[config.mk]
export PLATFORM = sky130hd
export DESIGN_NAME = trigger_event_log
export DESIGN_NICKNAME = d
export VERILOG_FILES = /design/src/rtl/trigger_event_log.sv
export SDC_FILE = /design/constraint.sdc
export NUM_CORES = 2
export LEC_CHECK = 0
export CAP_MARGIN = 0
export CORE_ASPECT_RATIO = 1.25
export CORE_UTILIZATION = 42
export CTS_BUF_LIST = sky130_fd_sc_hd__clkbuf_8
export DETAILED_ROUTE_END_ITERATION = 6
export PLACE_DENSITY_LB_ADDON = 0.3
export SLEW_MARGIN = 20
export SYNTH_ARGS = -nofsm -noshare
export SYNTH_HDL_FRONTEND = slang
export SYNTH_SLANG_ARGS = --single-unit
export TNS_END_PERCENT = 5
[constraint.sdc]
create_clock -name rxclk -period 24 [get_ports rxclk]
set_input_delay 4.8 -clock rxclk [delete_from_list [all_inputs] [get_ports rxclk]]
set_output_delay 4.8 -clock rxclk [all_outputs]
set_load 0.01 [all_outputs]
[src/rtl/trigger_event_log.sv]
// ----------------------------------------------------------------------------
// trigger_event_log
//
// Purpose
//   Sits downstream of the trigger state machine in the rxclk domain. It
//   timestamps rising edges of the two detect pulses and captures pulse_tof
//   with each edge. The resulting records are queued in a first-word-fall-
//   through FIFO, which the register/DMA side drains with a valid/ready
//   handshake. Both detect pulses are also stretched to a fixed width for the
//   scope and front-panel outputs.
//
// Parameters
//   FIFO_AW         FIFO address width; depth = 2**FIFO_AW records
//   TS_WIDTH        timestamp counter width (8 ns ticks)
//   STRETCH_CYCLES  trig_out_x high time in rxclk cycles (1..65535)
//
// Ports
//   rxclk         in   125 MHz ADC-side clock; the only clock
//   rst           in   asynchronous, active-high reset
//   log_enable    in   1 = timestamp runs and records are logged
//   detect_pls_0  in   first-pulse detect from the trigger SM
//   detect_pls_1  in   third-pulse detect from the trigger SM
//   pulse_tof     in   time-of-flight word from the trigger SM
//   evt_valid     out  FIFO head record available
//   evt_ready     in   consumer accepts the head record
//   evt_src       out  head source: bit0 = pls_0 edge, bit1 = pls_1 edge
//   evt_ts        out  head record timestamp
//   evt_tof       out  head record pulse_tof capture
//   fifo_level    out  number of stored records
//   ovf_count     out  dropped-record count, saturating at 16'hFFFF
//   ovf_sticky    out  set on any drop
//   trig_out_0    out  stretched detect_pls_0
//   trig_out_1    out  stretched detect_pls_1
// ----------------------------------------------------------------------------
module trigger_event_log #(
  parameter int FIFO_AW        = 4,
  parameter int TS_WIDTH       = 48,
  parameter int STRETCH_CYCLES = 125
) (
  input  logic                rxclk,
  input  logic                rst,
  input  logic                log_enable,
  input  logic                detect_pls_0,
  input  logic                detect_pls_1,
  input  logic [31:0]         pulse_tof,
  output logic                evt_valid,
  input  logic                evt_ready,
  output logic [1:0]          evt_src,
  output logic [TS_WIDTH-1:0] evt_ts,
  output logic [31:0]         evt_tof,
  output logic [FIFO_AW:0]    fifo_level,
  output logic [15:0]         ovf_count,
  output logic                ovf_sticky,
  output logic                trig_out_0,
  output logic                trig_out_1
);

  localparam int DEPTH = 2 ** FIFO_AW;

  typedef struct packed {
    logic [1:0]          src;
    logic [TS_WIDTH-1:0] ts;
    logic [31:0]         tof;
  } rec_t;

  // --------------------------------------------------------------------------
  // Input stage: two-deep detect pipeline for edge detection. The timestamp
  // and TOF are sampled on the same edge as d_q, so a record carries the
  // values seen when the pulse was first sampled high.
  // --------------------------------------------------------------------------
  logic [1:0]          d_q;
  logic [1:0]          d_qq;
  logic [TS_WIDTH-1:0] ts;
  logic [TS_WIDTH-1:0] ts_q;
  logic [31:0]         tof_q;
  logic                en_q;
  logic [1:0]          edge_v;
  logic                log_rise;

  assign edge_v   = d_q & ~d_qq;
  assign log_rise = log_enable & ~en_q;

  // NOTE: state is updated with non-blocking assignments so every register
  // samples the pre-edge values of its sources, whatever the order of the
  // statements.
  always_ff @(posedge rxclk or posedge rst) begin
    if (rst) begin
      d_q   <= '0;
      d_qq  <= '0;
      ts_q  <= '0;
      tof_q <= '0;
      en_q  <= 1'b0;
    end else begin
      d_q   <= {detect_pls_1, detect_pls_0};
      d_qq  <= d_q;
      ts_q  <= ts;
      tof_q <= pulse_tof;
      en_q  <= log_enable;
    end
  end

  // Free-running timestamp while logging. It restarts from zero when logging
  // is re-enabled and wraps silently.
  always_ff @(posedge rxclk or posedge rst) begin
    if (rst) begin
      ts <= '0;
    end else if (!log_enable || log_rise) begin
      ts <= '0;
    end else begin
      ts <= ts + TS_WIDTH'(1);
    end
  end

  // --------------------------------------------------------------------------
  // Write-request stage. An edge seen while logging becomes a pending record,
  // which is committed to the FIFO on the following edge. This stage sets the
  // two-cycle sample-to-valid latency. An edge that coincides with the
  // log_enable rising cycle is discarded, so a flush never races a write.
  // --------------------------------------------------------------------------
  logic wr_pend;
  rec_t wr_rec;

  always_ff @(posedge rxclk or posedge rst) begin
    if (rst) begin
      wr_pend <= 1'b0;
      wr_rec  <= '0;
    end else begin
      wr_pend    <= log_enable & ~log_rise & (|edge_v);
      wr_rec.src <= edge_v;
      wr_rec.ts  <= ts_q;
      wr_rec.tof <= tof_q;
    end
  end

  // --------------------------------------------------------------------------
  // FWFT FIFO. The pointers carry one extra wrap bit, so full and empty can
  // be told apart without a separate counter.
  // --------------------------------------------------------------------------
  logic [FIFO_AW:0] wr_ptr;
  logic [FIFO_AW:0] rd_ptr;
  rec_t             mem [DEPTH];
  rec_t             head;
  logic             full;
  logic             empty;
  logic             pop;
  logic             push;
  logic             drop;

  assign empty = (wr_ptr == rd_ptr);
  assign full  = (wr_ptr[FIFO_AW] != rd_ptr[FIFO_AW]) &&
                 (wr_ptr[FIFO_AW-1:0] == rd_ptr[FIFO_AW-1:0]);

  // NOTE: every signal written here gets a default first, so no path through
  // the block can leave a value unassigned and infer a latch.
  always_comb begin
    pop  = 1'b0;
    push = 1'b0;
    drop = 1'b0;
    if (!empty && evt_ready) pop = 1'b1;
    if (wr_pend) begin
      // A pop in the same cycle frees the slot, so a full FIFO still accepts.
      if (!full || pop) push = 1'b1;
      else              drop = 1'b1;
    end
  end

  always_ff @(posedge rxclk or posedge rst) begin
    if (rst) begin
      wr_ptr     <= '0;
      rd_ptr     <= '0;
      ovf_count  <= '0;
      ovf_sticky <= 1'b0;
    end else if (log_rise) begin
      // Starting a new logging session flushes the queue and clears overflow.
      wr_ptr     <= '0;
      rd_ptr     <= '0;
      ovf_count  <= '0;
      ovf_sticky <= 1'b0;
    end else begin
      if (push) wr_ptr <= wr_ptr + (FIFO_AW+1)'(1);
      if (pop)  rd_ptr <= rd_ptr + (FIFO_AW+1)'(1);
      if (drop) begin
        ovf_sticky <= 1'b1;
        if (ovf_count != 16'hFFFF) ovf_count <= ovf_count + 16'd1;
      end
    end
  end

  // NOTE: the record storage has no reset. Its contents are only visible
  // through the pointers, which are reset, and leaving the array unreset lets
  // it map onto plain RAM.
  always_ff @(posedge rxclk) begin
    if (push) mem[wr_ptr[FIFO_AW-1:0]] <= wr_rec;
  end

  assign head       = mem[rd_ptr[FIFO_AW-1:0]];
  assign evt_valid  = ~empty;
  assign fifo_level = wr_ptr - rd_ptr;

  // Gate the head fields so they read zero when there is no record, including
  // straight out of reset, before any slot has been written.
  assign evt_src = evt_valid ? head.src : '0;
  assign evt_ts  = evt_valid ? head.ts  : '0;
  assign evt_tof = evt_valid ? head.tof : '0;

  // --------------------------------------------------------------------------
  // Pulse stretchers. These run independently of log_enable. A new edge
  // reloads the counter, so a retrigger extends the output with no low glitch.
  // --------------------------------------------------------------------------
  logic [15:0] cnt [2];

  always_ff @(posedge rxclk or posedge rst) begin
    if (rst) begin
      cnt[0] <= '0;
      cnt[1] <= '0;
    end else begin
      for (int i = 0; i < 2; i++) begin
        if (edge_v[i])        cnt[i] <= 16'(STRETCH_CYCLES);
        else if (cnt[i] != 0) cnt[i] <= cnt[i] - 16'd1;
      end
    end
  end

  assign trig_out_0 = (cnt[0] != 16'd0);
  assign trig_out_1 = (cnt[1] != 16'd0);

endmodule

* After elaboration in Yosys (flattened, before gate mapping)
Memory sizes are Yosys's and may differ from the RTL's.
Index checks and enable logic that the tools add are counted.
** Storage, ports and cells
- Memory bits (writable) :: 1312
- Output and inout port bits :: 107
- Register bits after elaboration :: 275
- Word-level logic and storage cells :: 77
- Memories kept :: 1
** Memory list
- mem :: depth 16, width 82, read ports 1, clocked after Yosys merged registers in 0, wr ports 1, line 141 : rec_t mem [DEPTH];
** Operators by class
- Reduce and logical (&&, ||, !) cells :: 17
- Bitwise gates (word level) :: 8
- Add/sub/neg operators :: 7
- Mux-type cells :: 24
- Equal/unequal tests :: 4
** Operators by type and width (count)
- $mux 16 :: 7
- $mux 48 :: 2
- $add 48x1->48 const B :: 1
- $mux 32 :: 1
- $reduce_bool 16->1 :: 2
- $sub 16x1->16 const B :: 2
- $mux 5 :: 4
- $add 16x1->16 const B :: 1
- $ne 16x16->1 const B :: 1
- $reduce_bool 2->1 :: 6
- $add 5x1->5 const B :: 2
- $mux 1 :: 9
- $eq 5x5->1 :: 1
- $sub 5x5->5 :: 1
- $eq 4x4->1 :: 1
- $and 1x1->1 :: 3
- $logic_not 1->1 :: 3
- $not 1->1 :: 3
- $and 2x2->2 :: 1
- $logic_and 1x1->1 :: 2
- $logic_or 1x1->1 :: 2
- $mux 2 :: 1
- $not 2->2 :: 1
- $reduce_and 2->1 :: 1
- other kinds (2) :: 2

* Depth between registers and ports, before layout
- Word-level depth :: 9
- Gate-level depth with buffers :: 11

* Least setup slack after synthesis
OpenSTA, ideal clock, no wires.
- Path kind :: input-to-reg
- Start :: input port evt_ready
- End :: memory mem[4][0] (netlist bit) (enable)
- Cell stages on the path :: 5
- Data required time :: 23.550 ns
- Arrival time :: 7.413 ns
- Buffers on the path :: 0
- Library setup time :: 0.450 ns
- Setup slack :: 16.138 ns
- Cell sequence :: inv_1 -> a31oi_1 -> nand2_1 -> nor2_1 -> and2_1
** Between the ends
- Longest elaborated chain between the ends :: 7
** Ends and longest elaborated chain
- start, declared :: line 47 : input logic evt_ready,
- $logic_and 1x1->1 :: line 159 : if (!empty && evt_ready) pop = 1'b1;
- $mux 1 :: line 159
- $logic_or 1x1->1 :: line 162 : if (!full || pop) push = 1'b1;
- $mux 1 :: line 162
- $mux 1 :: line 160 : if (wr_pend) begin
- $mux 1 :: line 193 : if (push) mem[wr_ptr[FIFO_AW-1:0]] <= wr_rec;
- $mux 1 (implied by the code) :: line 193
- end, declared :: line 141
Every way passes these cells.

* Worst setup path after layout
- Start :: register rd_ptr[3]
- End :: output port evt_ts[17]
** Between the ends
- Longest elaborated chain between the ends :: 2
- Elaborated cells on any way between the ends :: 3
- Classes of those cells :: 1 x eq/ne; 1 x mux; 1 x memory
** Ends and longest elaborated chain
- start, declared :: line 140 : logic [FIFO_AW:0] rd_ptr;
- start signal, assigned :: line 181 : if (pop) rd_ptr <= rd_ptr + (FIFO_AW+1)'(1);
- $mem_v2 16x82 or $eq 5x5->1 (tied branches)
- $mux 48 * :: line 203 : assign evt_ts = evt_valid ? head.ts : '0;
- end, declared :: line 49 : output logic [TS_WIDTH-1:0] evt_ts,
Every way passes the cells marked *; elsewhere a longest branch is shown, timed or not.

==> parameters.txt <==
Parameter                              Value

Clock tree
  Buffer depth of the longest clock path ... 3
  CTS buffer count ... 235
  Clk root buf ... sky130_fd_sc_hd__clkbuf_8
  CTS tree ... done
  Quantity of gates resized following cts ... 0
  Worst-Skew Late Latency ... 0.94 ns
  Clk pin slew, worst setup/hold paths ... 0.06 ns
  Number of hold-repair buffers added at the cts stage ... 0
  Post-CTS setup buffer count ... 0
  Sinks on the clock net ... 1,587
  H-tree Lvls ... 4

Worst setup path
  Worst path buffer plus inverter count ... 4
  Crit path largest cell delay ... 0.94 ns
  Most common cell type on the critical path ... sky130_fd_sc_hd__buf_4
  Largest driver fanout on the critical path ... 84
  Crit end category ... output pin
  CP top delay family ... buffers and inverters
  Worst Path Class, Setup ... register to output pin
  Crit path required time ... 19.20 ns
  WP data arrival ... 5.56 ns
  Kind of launch point of the worst setup path ... register
  Standard cell with the maximum stage delay on the critical path ... sky130_fd_sc_hd__buf_4
  Cells traversed along the worst timing path ... inv_8 > buf_4 > buf_4 > mux2i_1 > o22ai_1 > clkdlybuf4s50_1

Timing
  Unrepaired setup endpoints after global routing ... false
  Highest attainable clock frequency ... 0.09654 GHz
  Worst setup skew after layout ... 0.03584 ns
  Count of endpoints failing setup in the final report ... 0
  Pins over their slew limit ... 0
  Post-route fraction of the period consumed by the critical path ... 43.16%
  Relative slew margins ... 22.53%
  Final setup TNS ... 0 ns
  Final Hold Violating Endpoints ... 0
  Final min period ... 10.36 ns
  Slew @ Worst Pin ... 1.162 ns

Routing
  Vias ... 28,330
  Antenna-violating nets left ... 0
  Mean number of vias per cell ... 5.503
  Number of design rule violations left after detail routing ... 0
  Total wire length after detailed routing ... 135.1 mm
  Pre-antenna DRT Iters ... 7
  Routed len/inst ... 26.25 µm
  Violation count after the first detailed-routing iteration ... 2,362

Floorplanning
  Vert. Die Dim ... 422.5 µm
  Die X-Extent ... 338.4 µm
  Core Region ... 139,700 µm²
  Number of top-level pins ... 145
  Starting density of the core ... 42.50%
  Total number of placement rows ... 153
  Total Die Area ... 142,900 µm²

Yosys
  Post-synthesis register bit count ... 1,587
  Most area-hungry cell type in the Yosys netlist ... sky130_fd_sc_hd__edfxtp_1
  Sequential share of the synthesized area ... 77.92%
  Synth top area cells ... sky130_fd_sc_hd__edfxtp_1 (66%), sky130_fd_sc_hd__mux4_2 (12%), sky130_fd_sc_hd__dfrtp_1 (12%)
  Syn Area/Cell ... 21.24 µm²
  Main synth FF type ... sky130_fd_sc_hd__edfxtp_1
  Number of distinct standard cells referenced by the synthesized netlist ... 54
  Synthesized net count ... 2,848
  Yosys warning total ... 0
  Share of flip-flops with an asynchronous set or reset after synthesis ... 17.33%
  Post-synth EDFFs ... 1,312
  Cell count after synthesis ... 2,796
  Portion of synthesized cell area occupied by the leading cell type ... 66.33%
  Netlist area before placement ... 59,400 µm²

Global route
  Global-route congestion overflow total ... 0
  Number of global-route vias before repair ... 30,484
  Overall track demand over capacity in global routing ... 19.12%
  Pin count of the biggest net entering global routing ... 159
  Antenna violations before repair ... 2
  Global-route wire length before repair ... 200.6 mm

Placed design
  Number of buffer cells added on primary ports ... 144
  Detailed Place HPWL ... 68.92 mm
  GPL Wtd Cong ... 0.7565
  Placement Cell Area ... 63,030 µm²
  Inst Count DP ... 4,708

Final layout
  Fill cell total of the finished layout ... 11,375
  Final std cells w/o fill ... 5,148
  Area of combinational cells with multiple inputs ... 12,550 µm²
  Combined flip-flop and latch cell area ... 46,290 µm²
  Layout cells sized above 1 ... 21.17%
  Layout Cell Area excl Fill ... 67,700 µm²
  Number of nets at the end of the flow ... 3,137
  Final cell utilization of the core ... 48.45%
  Layout overhead on the synthesized area ... 13.98%

Status
  Result of the run ... complete, no violations

Power
  Power per Cell Area ... 96.52 nW/µm²
  Static leakage ... 24.37 nW
  Worst VDD drop ... 0.00008373 V

Min path
  Kind of path behind the tightest hold check ... register to register

Flow run
  Count of max-cap constraint violations ... 0
-- logic make-up (layout without fill, tap and decap cells) --
kind of cell,count (synthesis),in the layout,synth area share (%)
flops,1587,1587,77.92
mux,492,492,15.20
simple gates,318,318,2.789
buf+inv,158,649,1.070
compound gates,151,151,1.597
xor+xnor,76,76,1.121
fa+ha+maj,14,14,0.3076
other cells,0,1,0
-- synth_stat cells, drive strengths merged (12+ instances only) --
| cell | number |
|---|---|
| edfxtp | 1312 |
| mux4 | 328 |
| dfrtp | 275 |
| mux2i | 164 |
| nor2 | 95 |
| o22ai | 82 |
| clkbuf | 75 |
| buf | 54 |
| nand2 | 46 |
| xnor2 | 40 |
| xor2 | 36 |
| nand3 | 34 |
| nand4 | 30 |
| inv | 29 |
| a21oi | 28 |
| nor4 | 19 |
| and2 | 18 |
| nor3 | 17 |
| ha | 13 |
| or3 | 12 |
-- cell type report --
cell class / instances / share of cell area, %
inverter: 29 / 0.1830
multi-input combinational: 1051 / 18.53
antenna: 1 / 0.003696
clock inverter: 176 / 1.532
tap: 1860 / 3.437
sequential: 1587 / 68.37
timing repair buffer: 181 / 2.595
clock buffer: 263 / 5.347
-- flip-flops by register name, summed over array words and instances (netlist names) --
name,cells
mem,1312
ts_q,48
cnt,32
wr_rec,82
rd_ptr,5
wr_ptr,5
ovf_count,16
en_q,1
d_q,2
wr_pend,1
ts,48
tof_q,32
d_qq,2
ovf_sticky,1
-- worst reg2reg max path: stages, from the launching register on --
cell	delay, ns
sky130_fd_sc_hd__dfrtp_1	0.45
sky130_fd_sc_hd__inv_8	0.64
sky130_fd_sc_hd__ha_1	0.42
sky130_fd_sc_hd__and4_1	0.25
sky130_fd_sc_hd__a31oi_1	0.62
sky130_fd_sc_hd__nand2_1	0.12
sky130_fd_sc_hd__nor2_1	0.25
sky130_fd_sc_hd__and2_4	0.62
sky130_fd_sc_hd__buf_4	0.65
sky130_fd_sc_hd__buf_4	0.63
-- metrics by stage --
step,worst slack (ns),total power [mW],hold slack (ns)
6_report,13.64,6.535,0.3286
5_1_grt,13.21,6.800,0.3394
4_1_cts,13.36,6.631,0.3304
3_5_place_dp,14.42,4.498,0.3347
3_3_place_gp,14.46,4.484,0.3326
2_1_floorplan,11.62,3.946,0.3312
-- path summary, 6_finish.rpt --
path	start	endpoint	slack, ns	cells after the start
setup reg to reg	rd_ptr[3]	mem[6][6]	18.98	9
max in group asynchronous	rst	rd_ptr[0]	17.82	3
hold / removal	ts_q[38]	wr_rec[70]	0.33	0
min in group asynchronous	rst	ovf_count[8]	4.39	2
hold reg to reg	ts_q[38]	wr_rec[70]	0.33	0
setup / recovery	rd_ptr[3]	evt_ts[17]	13.64	6
-- metal layers --
layer / global-route usage [%] / routed length, µm / vias up
li1: - / - / 12057
met1: 24.11 / 53890 / 15204
met2: 33.65 / 71210 / 856
met3: 3.199 / 6926 / 211
met4: 6.003 / 3088 / 2
met5: 0 / 10 / -
-- cell usage in the layout, fill, tap and decap left out, types with 8 or more instances in the layout --
cell and instances:
sky130_fd_sc_hd__inv_1 124, sky130_fd_sc_hd__a21oi_1 28, sky130_fd_sc_hd__clkbuf_8 263, sky130_fd_sc_hd__ha_1 13, sky130_fd_sc_hd__nand4_1 30, sky130_fd_sc_hd__xor2_1 36, sky130_fd_sc_hd__nor2_1 95, sky130_fd_sc_hd__xnor2_1 40
sky130_fd_sc_hd__o22ai_1 82, sky130_fd_sc_hd__nand2_1 44, sky130_fd_sc_hd__and3_1 11, sky130_fd_sc_hd__clkdlybuf4s50_1 144, sky130_fd_sc_hd__buf_4 34, sky130_fd_sc_hd__nand3_1 34, sky130_fd_sc_hd__nor4_1 16, sky130_fd_sc_hd__and2_4 15
sky130_fd_sc_hd__edfxtp_1 1312, sky130_fd_sc_hd__clkinv_1 40, sky130_fd_sc_hd__or4_1 11, sky130_fd_sc_hd__mux2i_1 164, sky130_fd_sc_hd__or3_1 12, sky130_fd_sc_hd__clkinv_2 16, sky130_fd_sc_hd__nor3_1 16, sky130_fd_sc_hd__bufinv_16 8
sky130_fd_sc_hd__dfrtp_1 273, sky130_fd_sc_hd__mux4_2 328
-- report_power, final --
group / leakage, nW / internal (mW) / switching (mW)
clock: 2.73 / 1.10 / 1.04
combinational: 5.32 / 0.673 / 0.687
sequential: 16.3 / 2.99 / 0.0553
total: 24.4 / 4.76 / 1.78
Note: power is estimated with default switching activity, not from simulation.
